File: src/rtl/pipeline_hazard_ctrl_if.sv
// Bundle between the ID/EX pipeline datapath and the hazard controller.
// With HAZARD_STATS_EN defined the bundle also carries the stall counter.
interface pipeline_hazard_ctrl_if;
  localparam int unsigned REG_IDX_W = 4;
  localparam int unsigned SRC_N     = 3;
  localparam int unsigned STATE_W   = 2;

  // ID stage source operands
  logic [REG_IDX_W-1:0] id_rs1;
  logic [REG_IDX_W-1:0] id_rs2;
  logic [REG_IDX_W-1:0] id_rs3;
  logic [SRC_N-1:0]     id_src_valid;
  logic                 id_vector;

  // ID/EX control fields
  logic [REG_IDX_W-1:0] ex_rr;
  logic                 ex_memread;
  logic                 ex_regswrite;
  logic                 ex_regvwrite;
  logic                 ex_vectorop;
  logic                 ex_branch_taken;

  // pipeline controls
  logic                 pc_write;
  logic                 ifid_write;
  logic                 ifid_flush;
  logic                 idex_bubble;
  logic                 idex_hold;
  logic [STATE_W-1:0]   state;

`ifdef HAZARD_STATS_EN
  logic [15:0]          stall_count;

  modport master (
    output id_rs1, id_rs2, id_rs3, id_src_valid, id_vector,
    output ex_rr, ex_memread, ex_regswrite, ex_regvwrite, ex_vectorop, ex_branch_taken,
    input  pc_write, ifid_write, ifid_flush, idex_bubble, idex_hold, state, stall_count
  );

  modport slave (
    input  id_rs1, id_rs2, id_rs3, id_src_valid, id_vector,
    input  ex_rr, ex_memread, ex_regswrite, ex_regvwrite, ex_vectorop, ex_branch_taken,
    output pc_write, ifid_write, ifid_flush, idex_bubble, idex_hold, state, stall_count
  );
`else
  modport master (
    output id_rs1, id_rs2, id_rs3, id_src_valid, id_vector,
    output ex_rr, ex_memread, ex_regswrite, ex_regvwrite, ex_vectorop, ex_branch_taken,
    input  pc_write, ifid_write, ifid_flush, idex_bubble, idex_hold, state
  );

  modport slave (
    input  id_rs1, id_rs2, id_rs3, id_src_valid, id_vector,
    input  ex_rr, ex_memread, ex_regswrite, ex_regvwrite, ex_vectorop, ex_branch_taken,
    output pc_write, ifid_write, ifid_flush, idex_bubble, idex_hold, state
  );
`endif
endinterface

File: src/rtl/pipeline_hazard_ctrl.sv
// Pipeline hazard controller: load-use stalls, multi-cycle vector EX stalls
// and taken-branch flushes, priority branch > vector > load-use.
// Pipeline controls are combinational so they settle within the high phase,
// ahead of the negedge where the pipeline registers sample them.
// Optional feature macro: HAZARD_STATS_EN adds a saturating 16-bit stall_count.
module pipeline_hazard_ctrl #(
  parameter int unsigned VEC_CYCLES = 4
) (
  input  logic                   clk,
  input  logic                   rst,
  pipeline_hazard_ctrl_if.slave  bus
);
  localparam int unsigned CNT_W = 4;
  localparam logic [CNT_W-1:0] VEC_LOAD = CNT_W'(VEC_CYCLES - 1);
  // a single-cycle vector op completes in EX like any scalar op
  localparam bit VEC_STALL_EN = (VEC_CYCLES > 1);

  typedef enum logic [1:0] {
    ST_RUN      = 2'd0,
    ST_VEC_BUSY = 2'd1,
    ST_FLUSH    = 2'd2
  } state_e;

  state_e           state_q, state_d;
  logic [CNT_W-1:0] cnt_q, cnt_d;
  logic [2:0]       src_hit_c;
  logic             load_use_c;
  logic             vec_start_c;
  logic             pc_write_c;
  logic             ifid_write_c;
  logic             ifid_flush_c;
  logic             idex_bubble_c;
  logic             idex_hold_c;

  // Load-use detection; scalar R0 is hardwired and never a real dependency
  always_comb begin
    src_hit_c[0] = bus.id_src_valid[0] && (bus.id_rs1 == bus.ex_rr) &&
                   (bus.id_vector || (bus.id_rs1 != '0));
    src_hit_c[1] = bus.id_src_valid[1] && (bus.id_rs2 == bus.ex_rr) &&
                   (bus.id_vector || (bus.id_rs2 != '0));
    src_hit_c[2] = bus.id_src_valid[2] && (bus.id_rs3 == bus.ex_rr) &&
                   (bus.id_vector || (bus.id_rs3 != '0));
    load_use_c   = bus.ex_memread && (|src_hit_c) &&
                   ((!bus.id_vector && bus.ex_regswrite) ||
                    (bus.id_vector && bus.ex_regvwrite));
    vec_start_c  = VEC_STALL_EN && bus.ex_vectorop;
  end

  // Next state, stall counter and pipeline controls; reset forces RUN outputs
  always_comb begin
    state_d       = state_q;
    cnt_d         = cnt_q;
    pc_write_c    = 1'b1;
    ifid_write_c  = 1'b1;
    ifid_flush_c  = 1'b0;
    idex_bubble_c = 1'b0;
    idex_hold_c   = 1'b0;
    if (rst) begin
      case (state_q)
        ST_RUN: begin
          if (bus.ex_branch_taken) begin
            ifid_flush_c  = 1'b1;
            idex_bubble_c = 1'b1;
            state_d       = ST_FLUSH;
          end else if (vec_start_c) begin
            state_d = ST_VEC_BUSY;
            cnt_d   = VEC_LOAD;
          end else if (load_use_c) begin
            pc_write_c    = 1'b0;
            ifid_write_c  = 1'b0;
            idex_bubble_c = 1'b1;
          end
        end
        ST_VEC_BUSY: begin
          pc_write_c   = 1'b0;
          ifid_write_c = 1'b0;
          idex_hold_c  = 1'b1;
          if (cnt_q <= CNT_W'(1)) begin
            state_d = ST_RUN;
            cnt_d   = '0;
          end else begin
            cnt_d = cnt_q - CNT_W'(1);
          end
        end
        ST_FLUSH: begin
          ifid_flush_c  = 1'b1;
          idex_bubble_c = 1'b1;
          state_d       = ST_RUN;
        end
        default: begin
          state_d = ST_RUN;
          cnt_d   = '0;
        end
      endcase
    end
  end

  // State and vector-occupancy counter registers
  always_ff @(posedge clk or negedge rst) begin
    if (!rst) begin
      state_q <= ST_RUN;
      cnt_q   <= '0;
    end else begin
      state_q <= state_d;
      cnt_q   <= cnt_d;
    end
  end

  assign bus.pc_write    = pc_write_c;
  assign bus.ifid_write  = ifid_write_c;
  assign bus.ifid_flush  = ifid_flush_c;
  assign bus.idex_bubble = idex_bubble_c;
  assign bus.idex_hold   = idex_hold_c;
  assign bus.state       = state_q;

`ifdef HAZARD_STATS_EN
  localparam int unsigned STALL_W = 16;

  logic [STALL_W-1:0] stall_q, stall_d;

  // Count frozen-PC cycles, saturating at all ones
  always_comb begin
    stall_d = stall_q;
    if (!pc_write_c && (stall_q != '1)) begin
      stall_d = stall_q + STALL_W'(1);
    end
  end

  // Stall counter register
  always_ff @(posedge clk or negedge rst) begin
    if (!rst) begin
      stall_q <= '0;
    end else begin
      stall_q <= stall_d;
    end
  end

  assign bus.stall_count = stall_q;
`else
  // no statistics hardware in this build
`endif
endmodule

File: src/flat_wrapper.sv
// flat-port wrapper written by rule: the top's interface ports become plain ports
module pipeline_hazard_ctrl_flat 
#(
  parameter int unsigned VEC_CYCLES = 4
)
  (clk, rst, bus_id_rs1, bus_id_rs2, bus_id_rs3, bus_id_src_valid, bus_id_vector, bus_ex_rr, bus_ex_memread, bus_ex_regswrite, bus_ex_regvwrite, bus_ex_vectorop, bus_ex_branch_taken, bus_pc_write, bus_ifid_write, bus_ifid_flush, bus_idex_bubble, bus_idex_hold, bus_state);
  pipeline_hazard_ctrl_if bus_i ();
  input  logic clk;
  input  logic rst;
  input wire logic [$bits(bus_i.id_rs1)-1:0] bus_id_rs1;
  input wire logic [$bits(bus_i.id_rs2)-1:0] bus_id_rs2;
  input wire logic [$bits(bus_i.id_rs3)-1:0] bus_id_rs3;
  input wire logic [$bits(bus_i.id_src_valid)-1:0] bus_id_src_valid;
  input wire logic [$bits(bus_i.id_vector)-1:0] bus_id_vector;
  input wire logic [$bits(bus_i.ex_rr)-1:0] bus_ex_rr;
  input wire logic [$bits(bus_i.ex_memread)-1:0] bus_ex_memread;
  input wire logic [$bits(bus_i.ex_regswrite)-1:0] bus_ex_regswrite;
  input wire logic [$bits(bus_i.ex_regvwrite)-1:0] bus_ex_regvwrite;
  input wire logic [$bits(bus_i.ex_vectorop)-1:0] bus_ex_vectorop;
  input wire logic [$bits(bus_i.ex_branch_taken)-1:0] bus_ex_branch_taken;
  output wire logic [$bits(bus_i.pc_write)-1:0] bus_pc_write;
  output wire logic [$bits(bus_i.ifid_write)-1:0] bus_ifid_write;
  output wire logic [$bits(bus_i.ifid_flush)-1:0] bus_ifid_flush;
  output wire logic [$bits(bus_i.idex_bubble)-1:0] bus_idex_bubble;
  output wire logic [$bits(bus_i.idex_hold)-1:0] bus_idex_hold;
  output wire logic [$bits(bus_i.state)-1:0] bus_state;
  assign bus_i.id_rs1 = bus_id_rs1;
  assign bus_i.id_rs2 = bus_id_rs2;
  assign bus_i.id_rs3 = bus_id_rs3;
  assign bus_i.id_src_valid = bus_id_src_valid;
  assign bus_i.id_vector = bus_id_vector;
  assign bus_i.ex_rr = bus_ex_rr;
  assign bus_i.ex_memread = bus_ex_memread;
  assign bus_i.ex_regswrite = bus_ex_regswrite;
  assign bus_i.ex_regvwrite = bus_ex_regvwrite;
  assign bus_i.ex_vectorop = bus_ex_vectorop;
  assign bus_i.ex_branch_taken = bus_ex_branch_taken;
  assign bus_pc_write = bus_i.pc_write;
  assign bus_ifid_write = bus_i.ifid_write;
  assign bus_ifid_flush = bus_i.ifid_flush;
  assign bus_idex_bubble = bus_i.idex_bubble;
  assign bus_idex_hold = bus_i.idex_hold;
  assign bus_state = bus_i.state;
  pipeline_hazard_ctrl #(.VEC_CYCLES(VEC_CYCLES)) u_core (.clk(clk), .rst(rst), .bus(bus_i));
endmodule
File: config.mk
export PLATFORM = sky130hd
export DESIGN_NAME = pipeline_hazard_ctrl_flat
export DESIGN_NICKNAME = d
export VERILOG_FILES = /design/src/rtl/pipeline_hazard_ctrl_if.sv /design/src/rtl/pipeline_hazard_ctrl.sv /design/src/flat_wrapper.sv
export SDC_FILE = /design/constraint.sdc
export NUM_CORES = 1
export LEC_CHECK = 0
export CAP_MARGIN = 20
export CELL_PAD_IN_SITES_DETAIL_PLACEMENT = 1
export CELL_PAD_IN_SITES_GLOBAL_PLACEMENT = 2
export CORE_MARGIN = 3
export CORE_UTILIZATION = 21
export DETAILED_ROUTE_END_ITERATION = 8
export PLACE_DENSITY_LB_ADDON = 0.12
export SYNTH_ARGS = -nofsm -noshare
export SYNTH_HDL_FRONTEND = slang
export SYNTH_SLANG_ARGS = --single-unit
export TNS_END_PERCENT = 50
File: constraint.sdc
create_clock -name clk -period 3.8 [get_ports clk]
set_input_delay 0.57 -clock clk [delete_from_list [all_inputs] [get_ports clk]]
set_output_delay 0.57 -clock clk [all_outputs]
set_load 0.005 [all_outputs]
==> flow_summary.yaml <==
power:
  p_leak_nw: 0.3723
  p_per_area_nw_per_um2: 371.7
  ir_drop_mv: 0.2881
setup_path:
  crit_path_start_kind: "input port"
  critical_path_class: "input port to primary output"
  path_max_fanout: 4
  regToRegSetupSlack_ps: 2170
  cp-end-kind: "primary output"
  arrival_ps: 2680
  worstPathRequired_ps: 3230
logic_synthesis:
  synth-seq-cells: 6
  yosys.area.top_type_share: 0.2469
  synth.largest_area_cell: "dfrtp_1"
  synthCells: 72
  ys_types: 27
  ys_seq_area_frac: 0.2469
  synth_area_um2: 608.1
  synth_fp_nets: 101
  netlist_top_cells_area: "dfrtp_1 (25%), xnor2_1 (13%), nor2_1 (4.3%), a22o_1 (4.3%), and2_1 (4.1%)"
  syn_area_per_cell_um2: 8.446
  yosys_warnings: 0
placed_design:
  dpl-instance-area_um2: 968.4
  routabilityCongestion: 0.6885
  pre_cts_slack_ps: 516.8
  dp_hpwl_mm: 1.665
  place.port_buffers: 33
cts:
  h-tree-depth: 1
  clock_path_buffers: 2
  clock-sinks: 6
  post_cts_resize_count: 0
  cts_inserted_buffers: 3
  cts_tree: "yes"
  worstSkewPairLatency_ps: 240
  cts_hold_buf: 0
  cts_root_buffer: "clkbuf_4"
  path_clk_slew_ps: 40
  cts_setup_buffers: 0
sta:
  hold_viol: 0
  grt_setup_unrepaired: "no"
  max_freq_mhz: 307.4
  period_needed_ps: 3253
  slew-limit-headroom: 0.6539
  timing.setup.tns_ps: 0
  setup_viol: 0
  timing.final.ws_setup_ps: 546.7
  fin_crit_sh: 0.8561
  final_max_slew_viol_count: 0
  worst_pin_slew_ps: 516.0
  fin_skew_ps: 0.8188
drt:
  drtIter0Drc: 7
  num_vias: 691
  drc_errors: 0
  wirelength_mm: 1.966
  wl_per_cell_um: 14.35
  ant_nets: 0
  drt_first_pass_iters: 4
  vias_per_cell: 5.044
grt:
  antenna_found_initial: 0
  grt_pass1_wl_mm: 3.180
  grt-ovfl-total: 0
  grt_usage: 0.1149
  grt_max_degree: 14
  grt_pass1_vias: 746
cells_and_area:
  layout-drive-gt1-share: 0.06542
  area_delta_synth_final_pct: 62.96
  fin_nets: 138
  multi_input_area_um2: 439.2
  seqCellArea_um2: 150.1
  fin_area_um2: 991.0
  antenna_cells: 0
  nFillCells: 315
die:
  die_y_um: 59.81
  initial_core_util: 0.2328
  die-area_um2: 3577
  rows: 18
  die_width_um: 59.81
  core_um2: 2613
  io_pins: 34
run:
  drv_cap: 0
hold_path:
  min_path_type: "register to register"
outcome:
  status: "completed"
critical path, stage by stage:
cell and delay [ps]:
clkdlybuf4s50_1 510, or4_4 580, a21oi_1 130, o22ai_1 120
o31ai_2 220, clkdlybuf4s50_1 540
state kept, by name, indices dropped and copies added (netlist names):
signal,flops
u_core.cnt_q,4
u_core.bus.state,2
stage by stage:
stage	cells	power (mW)	hold WS, ps	util
after CTS	137	0.3759	558.3	0.3793
after detailed placement	134	0.3136	555.5	0.3707
after global placement	134	0.3082	543.2	0.3707
final	137	0.3684	563.3	0.3793
after floorplan	72	0.2234	274.4	-
after global routing	137	0.4077	587.8	0.3793
cell usage after synthesis:
cell type / n
a22o_1: 3
nand2_1: 4
o41ai_1: 1
nand4_1: 2
a21oi_1: 3
o22ai_1: 2
o31ai_1: 1
o31ai_2: 2
buf_4: 1
o21a_1: 2
or4_1: 2
and2_0: 1
o31a_1: 1
xnor2_1: 9
mux2i_1: 2
ha_1: 2
o21ai_1: 5
or4_4: 1
nor2b_1: 3
a31o_1: 1
dfrtp_1: 6
nand4_2: 1
and2_1: 4
nor2_1: 7
nor3b_1: 2
o21ai_0: 1
inv_1: 3
cells in the final DEF (no fill, tap or decap), drive strengths merged, types with 4 or more instances in the layout:
master,n
o21ai,6
xnor2,9
clkdlybuf4s50,33
dfrtp,6
and2,5
nand2,4
nor2,7
cell families after synthesis:
| group | synth area share |
|---|---|
| AOI/OAI and AO/OA | 0.2592 |
| xor gates and xnor gates | 0.1296 |
| adders and majority gates | 0.04115 |
| buffers and inverters | 0.03087 |
| DFF | 0.2469 |
| muxes | 0.03292 |
| and+or+nand+nor | 0.2592 |
power breakdown:
group | internal (mW) | total, mW | switching (mW)
logic | 0.106 | 0.188 | 0.0820
clock network | 0.0357 | 0.0582 | 0.0225
registers | 0.0877 | 0.122 | 0.0344
total | 0.229 | 0.368 | 0.139
layer usage:
metal / track usage / wire length (um)
met4: 0.01899 / 0
met1: 0.1451 / 865
met5: 0 / 0
met3: 0.03888 / 129
met2: 0.1914 / 972
final timing paths:
| kind | depth (start not counted) | from | endpoint |
|---|---|---|---|
| worst min-delay path | 1 | u_core.cnt_q[2] | u_core.cnt_q[2] |
| max in group asynchronous | 1 | rst | u_core.cnt_q[3] |
| worst min register to register | 1 | u_core.cnt_q[2] | u_core.cnt_q[2] |
| worst max register to register | 6 | u_core.cnt_q[0] | u_core.bus.state[0] |
| worst max-delay path | 6 | bus_ex_rr[0] | bus_ifid_write |
| min in group asynchronous | 1 | rst | u_core.cnt_q[0] |
final cells by class:
| type | instances | share of cell area |
|---|---|---|
| clock buffer | 3 | 0.02273 |
| tap | 30 | 0.03788 |
| multi-input combinational | 62 | 0.4432 |
| timing repair buffer | 33 | 0.3333 |
| sequential | 6 | 0.1515 |
| inverter | 3 | 0.01136 |
Note: power is estimated with default switching activity, not from simulation.
